$ cat config.mk
export PLATFORM = sky130hd
export DESIGN_NAME = team_06_button_ctrl
export DESIGN_NICKNAME = d
export VERILOG_FILES = /design/src/rtl/team_06_pkg.sv /design/src/rtl/team_06_debounce.sv /design/src/rtl/team_06_button_ctrl.sv
export SDC_FILE = /design/constraint.sdc
export NUM_CORES = 1
export LEC_CHECK = 0
export ABC_CLOCK_PERIOD_IN_PS = 1600
export BUFFER_PORTS_ARGS = -buffer_cell sky130_fd_sc_hd__buf_2
export CORE_AREA = 4 4 109 111
export CTS_BUF_LIST = sky130_fd_sc_hd__clkbuf_2 sky130_fd_sc_hd__clkbuf_4 sky130_fd_sc_hd__clkbuf_8
export DETAILED_ROUTE_END_ITERATION = 8
export DIE_AREA = 0 0 113 115
export PLACE_DENSITY_LB_ADDON = 0.08
export SLEW_MARGIN = 10
export SYNTH_ARGS = -nofsm -noshare
export SYNTH_HDL_FRONTEND = slang
export SYNTH_HIERARCHICAL = 1
export SYNTH_SLANG_ARGS = --single-unit
$ cat constraint.sdc
create_clock -name clk -period 1.6 [get_ports clk]
set_input_delay 0.08 -clock clk [delete_from_list [all_inputs] [get_ports clk]]
set_output_delay 0.08 -clock clk [all_outputs]
set_load 0.005 [all_outputs]
$ cat src/rtl/team_06_pkg.sv
// Shared constants and types for the team_06 button conditioner.
// Button indices, debounce state enum and default debounce length.
package team_06_pkg;

  localparam int BTN_PTT    = 0;
  localparam int BTN_EFFECT = 1;
  localparam int BTN_MUTE   = 2;
  localparam int BTN_NG     = 3;
  localparam int NUM_BTN    = 4;

  localparam int DEBOUNCE_CYCLES_DEF = 10000;

  typedef enum logic {
    STABLE_LO,
    STABLE_HI
  } db_state_e;

endpackage

$ cat src/rtl/team_06_debounce.sv
// One-button conditioner: 2-flop synchroniser, counter, 2-state FSM.
// Ports: clk, rst (async, high), raw (async in), stable (level), rise.
module team_06_debounce
  import team_06_pkg::*;
#(
  parameter int DEBOUNCE_CYCLES = DEBOUNCE_CYCLES_DEF,
  parameter int CNT_W           = 16
) (
  input  logic clk,
  input  logic rst,
  input  logic raw,
  output logic stable,
  output logic rise
);

  localparam logic [CNT_W-1:0] CNT_MAX = CNT_W'(DEBOUNCE_CYCLES - 1);

  logic             s1_q;
  logic             s2_q;
  db_state_e        state_q;
  db_state_e        state_d;
  logic [CNT_W-1:0] cnt_q;
  logic [CNT_W-1:0] cnt_d;
  logic             hi_q;

  always_ff @(posedge clk or posedge rst) begin
    if (rst) begin
      s1_q    <= 1'b0;
      s2_q    <= 1'b0;
      state_q <= STABLE_LO;
      cnt_q   <= '0;
      hi_q    <= 1'b0;
    end else begin
      s1_q    <= raw;
      s2_q    <= s1_q;
      state_q <= state_d;
      cnt_q   <= cnt_d;
      hi_q    <= stable;
    end
  end

  always_comb begin
    state_d = state_q;
    cnt_d   = '0;
    if (s2_q != stable) begin
      if (cnt_q == CNT_MAX) begin
        unique case (state_q)
          STABLE_LO: state_d = STABLE_HI;
          STABLE_HI: state_d = STABLE_LO;
        endcase
      end else begin
        cnt_d = cnt_q + 1'b1;
      end
    end
  end

  assign stable = (state_q == STABLE_HI);
  // High for the one cycle after stable rises; the top registers it.
  assign rise   = stable & ~hi_q;

endmodule

$ cat src/rtl/team_06_button_ctrl.sv
// Debounces four pushbuttons into FSM-ready ptt/effect/mute/ng controls.
// Ports: clk, rst, *_btn_raw in; ptt_en, effect, mute, ng_en, btn_state out.
module team_06_button_ctrl
  import team_06_pkg::*;
#(
  parameter int DEBOUNCE_CYCLES = DEBOUNCE_CYCLES_DEF,
  parameter int CNT_W           = 16
) (
  input  logic       clk,
  input  logic       rst,
  input  logic       ptt_btn_raw,
  input  logic       effect_btn_raw,
  input  logic       mute_btn_raw,
  input  logic       ng_btn_raw,
  output logic       ptt_en,
  output logic       effect,
  output logic       mute,
  output logic       ng_en,
  output logic [3:0] btn_state
);

  logic [NUM_BTN-1:0] raw_w;
  logic [NUM_BTN-1:0] stable_w;
  logic [NUM_BTN-1:0] rise_w;
  logic               ptt_rise_unused;

  logic effect_q, effect_d;
  logic mute_q, mute_d;
  logic ng_q, ng_d;

  assign raw_w[BTN_PTT]    = ptt_btn_raw;
  assign raw_w[BTN_EFFECT] = effect_btn_raw;
  assign raw_w[BTN_MUTE]   = mute_btn_raw;
  assign raw_w[BTN_NG]     = ng_btn_raw;

  for (genvar i = 0; i < NUM_BTN; i++) begin : g_db
    team_06_debounce #(
      .DEBOUNCE_CYCLES(DEBOUNCE_CYCLES),
      .CNT_W          (CNT_W)
    ) u_db (
      .clk   (clk),
      .rst   (rst),
      .raw   (raw_w[i]),
      .stable(stable_w[i]),
      .rise  (rise_w[i])
    );
  end

  // ptt is a pure level; its edge is not needed.
  assign ptt_rise_unused = rise_w[BTN_PTT];

  always_ff @(posedge clk or posedge rst) begin
    if (rst) begin
      effect_q <= 1'b0;
      mute_q   <= 1'b0;
      ng_q     <= 1'b0;
    end else begin
      effect_q <= effect_d;
      mute_q   <= mute_d;
      ng_q     <= ng_d;
    end
  end

  always_comb begin
    effect_d = rise_w[BTN_EFFECT];
    mute_d   = rise_w[BTN_MUTE];
    ng_d     = ng_q ^ rise_w[BTN_NG];
  end

  assign ptt_en    = stable_w[BTN_PTT];
  assign effect    = effect_q;
  assign mute      = mute_q;
  assign ng_en     = ng_q;
  assign btn_state = stable_w;

endmodule
==> metrics, run 1 <==
Tmin final around 1.5 ns; Fmax achieved 0.675 GHz; clk sinks 82; row count 38; vias in the first global route between 2k and 2.5k; Finished Layout Cells 527; htree depth 3; pwr/cell area just under 900 mW/mm^2; Leakage approximately 2.0 nW; Chip Width 113 um; Critical Path Start g_db[0].u_db/cnt_q[4]; area of the die 0.0130 mm^2; RSZ-0062 raised after global routing false; core region area 0.0108 mm^2; post-route clock period utilization between 90 and 100%; # port buffers 13; DRC Markers 0; Bufs on Longest Clock Path 2; Total GRT Usage roughly an eighth; Setup TNS 0 ns; crit path capture type flop; Slew Viols, Final 0; Syn-to-layout area delta 17.6%; TritonCTS clock tree done; layout cell share with drive strength beyond 1 a little under a fifth; total global routing overflow 0; Finished Cell Area 0.00433 mm^2; CP Launch Type flop; Avg Inst Size Synth approximately 11 um^2; Max-slew headroom just under 80%; fin util 40.1%; worst skew pair latency 0.35 ns; Post-Route WL 6.81 mm; CP endpoint g_db[0].u_db/cnt_q[15]; remaining antenna violation count 0; DR iter-0 viols 51; placed instance count roughly 500; number of clock buffers inserted by TritonCTS 9; Warnings, synthesis 6; IR drop worst, VDD 0.516 mV; worst reg2reg path depth 4; crit path DAT about 1.8 ns; Starting Density between 30% and 40%; Critical Path RT 1.88 ns; wire per inst 12.9 um; Critical R2R Launch g_db[0].u_db/cnt_q[4]; worst-margin pin slew a little over 0.3 ns; CTS root buf clkbuf_8; die height 115 um; status complete, no violations; worst-path fanout max 7; GP Congestion a little over 0.7; vias per inst about 4.6; max-capacitance violation count 0; DP Area a little over 0.004 mm^2; clock-pin slew on the worst setup and hold paths approximately 0.08 ns; Final Hold Vio Count 0; Final nets between 300 and 400; Finish-stage setup viols 0; Worst Hold Class input pin to asynchronous set/reset pin; half-perimeter wire length after placement about 4.8 mm; I/O pin count 14; diode count 0; DR pass1 iterations 4; first-pass GRT wire length between 10 and 15 mm; Crit Path Class flop to flop; Synthesized Nets approximately 350; initial antenna violation count 0; reg2reg end g_db[0].u_db/cnt_q[15]; Gate Count Post-Synth 336; Worst Skew roughly 0.0046 ns; R2R setup slack 0.12 ns; mapped cell area about 0.0037 mm^2; pin count of the biggest net entering global routing 21; vias 2427
worst max-delay path, stage by stage, from the launching register on:
cell	delay, ns
dfrtp_1	0.48
and4_4	0.31
nand4_4	0.11
or3_1	0.36
a21oi_1	0.14
metrics by stage:
stage,setup slack [ns],power (mW),hold slack (ns)
global placement,0.121,2.33,0.00545
floorplan,0.176,2.26,-0.166
CTS,0.0930,3.89,0.157
global route,0.00139,4.01,0.193
detailed placement,0.115,2.33,0.00573
finish,0.118,3.79,0.180
flip-flops by register name (all words and copies together), names as in the netlist:
signal,cells
g_db.u_db/hi_q,3
ng_en,1
mute,1
g_db.u_db/stable,4
g_db.u_db/s1_q,4
effect,1
g_db.u_db/cnt_q,64
g_db.u_db/s2_q,4
cell usage in the layout, fill, tap and decap left out, drive strengths merged:
| cell type | n |
|---|---|
| and3b | 4 |
| xnor2 | 24 |
| and4 | 16 |
| nor3 | 4 |
| nand3 | 16 |
| dlygate4sd3 | 5 |
| nor2b | 3 |
| buf | 35 |
| clkbuf | 15 |
| nor4 | 8 |
| o21ai | 4 |
| dfrtp | 82 |
| or3 | 4 |
| ha | 4 |
| a21oi | 4 |
| clkinv | 1 |
| nor2 | 68 |
| xor2 | 33 |
| nand2 | 16 |
| and3 | 4 |
| nand2b | 4 |
| inv | 9 |
| mux2 | 4 |
| nand4 | 20 |
metal layers:
metal | vias to the layer above | track usage (%) | part of all wire [%] | wire (um)
li1 | 1235 | - | - | -
met1 | 1167 | 15.2 | 49 | 3360
met5 | - | 0 | 0 | 0
met4 | 0 | 4.09 | 0.79 | 54
met3 | 4 | 4.11 | 3.2 | 217
met2 | 21 | 18.4 | 47 | 3170
final cells by class:
cell class	instances	area [um^2]
fillers	1075	6460
inverters	9	33.8
clock buffers	15	200
flip-flops and latches	82	2050
clock inverters	1	5.00
well taps	140	175
multi-input cells	240	1580
repair buffers	40	280
worst min-delay path by stage:
stage / slack, ns / to / depth (start not counted)
4_1_cts: 0.16 / ng_en / 3
6_report: 0.18 / ng_en / 3
3_3_place_gp: 0.005 / effect / 2
2_1_floorplan: -0.17 / effect / 1
5_1_grt: 0.19 / ng_en / 3
3_5_place_dp: 0.006 / ng_en / 2
report_power, final:
group | switching, mW | internal (mW) | total [mW]
sequential | 0.0278 | 2.11 | 2.13
clock | 0.702 | 0.793 | 1.49
combinational | 0.0949 | 0.0637 | 0.159
total | 0.825 | 2.96 | 3.79
what timing repair did:
item | in CTS | in global routing
hold buffers | 5 | 0
buffers inserted | 0 | 1
hold endpoints to repair | 86 | 0
endpoints found under the setup margin | 0 | 17
gates resized for setup | 0 | 3
Power figures use the tool's default switching activity.
==> run 2, diff against run 1 <==
- ABC_AREA: unset -> 1
- CORE_AREA: 4 4 109 111 -> 4 4 116 118
- CTS_BUF_LIST: sky130_fd_sc_hd__clkbuf_2 sky130_fd_sc_hd__clkbuf_4 sky130_fd_sc_hd__clkbuf_8 -> sky130_fd_sc_hd__clkbuf_4 sky130_fd_sc_hd__clkbuf_8 sky130_fd_sc_hd__clkbuf_16
- DIE_AREA: 0 0 113 115 -> 0 0 120 122
==> run 2 against run 1 <==
  * Combinational power hardly changed
  * Die area is 13% higher
  * Synthesized cell count is 52% higher
  * First-iteration DRC count grew to 4.1 times the previous value
  * Non-clock buffer count is 18 lower
  * Power is 17% higher
  * Critical endpoint is now g_db[2].u_db/cnt_q[8]
  * Highest routed layer unchanged
==> metrics, run 2 <==
Final nets approximately 550; status complete, no violations; total global routing overflow 0; most common cell after layout, fill and taps aside nor2_1; worst skew pair latency 0.34 ns; layout cell share with drive strength beyond 1 between 15 and 20%; pwr/cell area approximately 900 mW/mm^2; Slew Viols, Final 0; Starting Density roughly 34%; IR drop worst, VDD roughly 0.73 mV; Leakage ~2.1 nW; Total GRT Usage approximately an eighth; total power approximately 4.4 mW; diode count 0; Hold-fix buffers, CTS 5; vias per inst between 4 and 5; worst-path fanout max 7; Post-Route WL approximately 8.7 mm; largest register by flop count g_db.u_db/cnt_q; half-perimeter wire length after placement 6.36 mm; Post-CTS Resized 0; Finish-stage setup viols 0; Syn-to-layout area delta 15.6%; I/O pin count 14; wire per inst 12.1 um; Final Hold Vio Count 0; remaining antenna violation count 0; Setup TNS 0 ns; most frequent cells in the layout 131 x nor2_1, 83 x nand2_1, 82 x dfrtp_1; mapped cell area ~0.0042 mm^2; R2R setup slack approximately 0.2 ns; Warnings, synthesis 6; Post-CTS Setup Inserts 0; Synthesized Nets between 500 and 600; vias 3239; pin count of the biggest net entering global routing 21; Max-slew headroom 72.1%; clock-pin slew on the worst setup and hold paths ~0.07 ns; max-capacitance violation count 0; htree depth 3; reg2reg end g_db[2].u_db/cnt_q[8]; Worst Skew 0.00698 ns; die height ~120 um; # port buffers 13; initial antenna violation count 0; first-pass GRT wire length approximately 15 mm; GP Congestion between 0.8 and 0.9; Worst Hold Class input pin to asynchronous set/reset pin; crit path DAT ~1.6 ns; vias in the first global route between 3k and 4k; clk sinks 82; DRC Markers 0; CP Launch Type flop; Avg Inst Size Synth just over 8 um^2; CTS root buf clkbuf_16; crit path capture type flop; Bufs on Longest Clock Path 2; worst reg2reg path depth 6; DR iter-0 viols 210; worst-margin pin slew 0.418 ns; core region area between 0.01 and 0.015 mm^2; RSZ-0062 raised after global routing false; TritonCTS clock tree done; DR pass1 iterations 4; row count between 40 and 50; max FFs per register 64; Crit Path Class flop to flop; Tmin final ~1.4 ns; Critical Path RT about 1.8 ns; Gate Count Post-Synth between 500 and 600; number of clock buffers inserted by TritonCTS 9; area of the die 0.0146 mm^2; Chip Width 120 um; post-route clock period utilization 87.5%; Critical R2R Launch g_db[2].u_db/cnt_q[0]; Fmax achieved slightly above 0.7 GHz
-- run 2: cell type report --
type | count | area [um^2]
repair buffers | 22 | 145
fillers | 1278 | 7590
inverters | 54 | 203
flip-flops and latches | 82 | 2050
clock inverters | 6 | 73.8
multi-input cells | 374 | 1950
well taps | 172 | 215
clock buffers | 10 | 233
-- run 2: worst max path at each step --
stage | start | slack, ns | to
2_1_floorplan | g_db[1].u_db/cnt_q[0] | 0.38 | g_db[1].u_db/cnt_q[8]
3_3_place_gp | g_db[0].u_db/cnt_q[0] | 0.24 | g_db[0].u_db/cnt_q[8]
3_5_place_dp | g_db[2].u_db/cnt_q[0] | 0.21 | g_db[2].u_db/cnt_q[8]
4_1_cts | g_db[0].u_db/cnt_q[0] | 0.19 | g_db[0].u_db/cnt_q[8]
5_1_grt | g_db[2].u_db/cnt_q[0] | 0.07 | g_db[2].u_db/cnt_q[8]
6_report | g_db[2].u_db/cnt_q[0] | 0.20 | g_db[2].u_db/cnt_q[8]
-- run 2: stage by stage --
stage	instance area (um^2)	util (%)	setup slack (ns)	instances	hold slack (ns)
2_1_floorplan	4220	-	0.377	511	-0.166
3_3_place_gp	4520	36.3	0.242	699	0.0222
3_5_place_dp	4520	36.3	0.206	699	0.0258
4_1_cts	4880	39.1	0.194	720	0.194
5_1_grt	4880	39.1	0.0701	720	0.214
6_report	4880	39.1	0.200	720	0.197
-- run 2: power by group --
group	leakage [nW]	total, mW	internal (mW)	switching (mW)
logic	0.884	0.161	0.0548	0.106
registers	1.12	2.14	2.11	0.0302
clock network	0.145	2.14	1.25	0.895
-- run 2: routing by layer --
layer / GRT usage [%] / vias up / wire length [um] / part of all wire, %
met3: 4.41 / 8 / 301 / 3.5
met4: 4.44 / 0 / 106 / 1.2
met1: 17.3 / 1519 / 4340 / 50
met2: 20.5 / 31 / 3940 / 45
li1: - / 1681 / - / -
met5: 0 / - / 0 / 0
-- run 2: critical path, stage by stage (launching register included) --
cell and delay [ns]:
dfrtp_1 0.39, ha_1 0.20, nand3_1 0.18, nor2_2 0.18, nand2_2 0.13, nand2_2 0.13, nor2_1 0.06
==> run 3, diff against run 2 <==
- CELL_PAD_IN_SITES_DETAIL_PLACEMENT: unset -> 1
- CELL_PAD_IN_SITES_GLOBAL_PLACEMENT: unset -> 2
==> run 3 against run 2 <==
  * Combinational power grew 3%
  * Worst setup slack lost 0.0068 ns
  * Utilization grew 0.12 points
  * Global-route usage grew 1.5 points
  * Clock skew shrank 0.0038 ns
  * Flip-flop and latch count is the same
  * Largest cell class unchanged
==> metrics, run 3 (synthesized netlist as in run 2, its figures left out) <==
status complete, no violations; footprint of the multi-input gates around 0.002 mm^2; reg2reg end g_db[2].u_db/cnt_q[8]; Chip Width ~120 um; Worst Hold Class input pin to asynchronous set/reset pin; Crit-path slowest cell dfrtp_1; wire per inst between 10 and 15 um; IR drop worst, VDD 0.470 mV; Critical Path Max Stage Delay around 0.39 ns; half-perimeter wire length after placement 7.41 mm; FILL cells 1491; pwr/cell area 908 mW/mm^2; GP Congestion between 0.7 and 0.8; CP endpoint g_db[2].u_db/cnt_q[8]; TritonCTS clock tree done; Post-CTS Setup Inserts 0; Critical Path Start g_db[2].u_db/cnt_q[0]; vias per inst ~4.6; largest register by flop count g_db.u_db/cnt_q; worst-path fanout max 7; Setup TNS 0 ns; DR iter-0 viols about 120; htree depth 3; I/O pin count 14; most frequent cells in the layout 131 x nor2_1, 83 x nand2_1, 82 x dfrtp_1; total global routing overflow 0; # port buffers 13; RSZ-0062 raised after global routing false; vias about 3.3k; clk sinks 82; diode count 0; Critical R2R Launch g_db[2].u_db/cnt_q[0]; worst reg2reg path depth 6; Total GRT Usage about 15%; worst skew pair latency 0.33 ns; DRC Markers 0; Fmax achieved around 0.71 GHz; layout cell share with drive strength beyond 1 between 10% and 20%; Crit Path Class flop to flop; Reg area slightly above 0.002 mm^2; DR pass1 iterations 4; Final Hold Vio Count 0; R2R setup slack roughly 0.19 ns; number of clock buffers inserted by TritonCTS 9; Finish-stage setup viols 0; crit path DAT between 1.5 and 2 ns; first-pass GRT wire length around 17 mm; Slew Viols, Final 0; Leakage 2.16 nW; core region area approximately 0.012 mm^2; CTS root buf clkbuf_16; crit path capture type flop; max FFs per register 64; Max-slew headroom a little over two thirds; most common cell after layout, fill and taps aside nor2_1; Post-Route WL slightly below 10 mm; worst-margin pin slew 0.446 ns; Bufs on Longest Clock Path 2; pin count of the biggest net entering global routing 21; CP Launch Type flop; most used cell, CP nand2_2; area of the die ~0.015 mm^2; Starting Density between 30% and 40%; remaining antenna violation count 0; max-capacitance violation count 0; total power around 4.4 mW; Critical Path RT ~1.8 ns; Worst Skew 0.00317 ns; die height around 120 um; clock-pin slew on the worst setup and hold paths about 0.060 ns; row count 41; Syn-to-layout area delta 16.0%; Tmin final ~1.4 ns; initial antenna violation count 0; Final nets around 550; vias in the first global route approximately 3.4k; worst path cell trace ha_1, nand3_1, nor2_2, nand2_2, nand2_2, nor2_1; post-route clock period utilization between 80% and 90%
-- run 3: cell count changes in the layout (fill, tap and decap cells not counted), sizes merged --
cell      change
clkbuf        +3
buf           +1
clkinvlp      -2
inv           -2
-- run 3: worst min path at each step --
| stage | slack [ns] | from | end | depth (start not counted) |
|---|---|---|---|---|
| after detailed placement | 0.03 | rst | effect | 2 |
| after global routing | 0.24 | rst | effect | 3 |
| after floorplan | -0.17 | rst | effect | 1 |
| after global placement | 0.03 | rst | effect | 2 |
| after CTS | 0.22 | rst | mute | 3 |
| final | 0.22 | rst | mute | 3 |
-- run 3: worst max-delay path, delay by kind of cell (launching register included) --
kind,cells,cell delay (ns)
flops,1,0.39
simple gates,5,0.71
fa+ha+maj,1,0.20
-- run 3: final cells by class --
cell class	count	share of cell area [%]
Sequential cell	82	42.0
Multi-Input combinational cell	374	40.1
Clock buffer	13	5.60
Inverter	54	4.14
Clock inverter	2	0.716
Timing Repair Buffer	23	3.12
Tap cell	172	4.40
-- run 3: routing by layer --
metal  vias up  track usage, %  share of wire (%)  wire [um]
li1       1681               -                  -          -
met1      1608            20.0                 50       4860
met2        26            23.5                 47       4520
met3        11            2.69                1.9        189
met4         0            5.15                1.5        150
met5         -               0                  0          0
-- run 3: power breakdown --
group          total, mW  internal [mW]  switching (mW)
Sequential          2.14           2.11          0.0314
Combinational      0.166         0.0548           0.111
Clock               2.13           1.34           0.792
Total               4.44           3.51           0.934
-- run 3: stage by stage --
step                utilization [%]  setup WS, ns  area, um^2  hold slack, ns  instances
floorplan                         -         0.377        4220          -0.166        511
global placement               36.3         0.188        4530          0.0272        700
detailed placement             36.3         0.119        4530          0.0298        700
CTS                            39.2         0.110        4890           0.220        720
global route                   39.2        0.0481        4890           0.244        720
finish                         39.2         0.193        4890           0.216        720
-- run 3: what timing repair did --
item                                    in CTS  in global routing
endpoints found under the setup margin       0                  1
hold buffers                                 5                  0
hold endpoints to repair                    86                  0
resized for setup                            0                  1
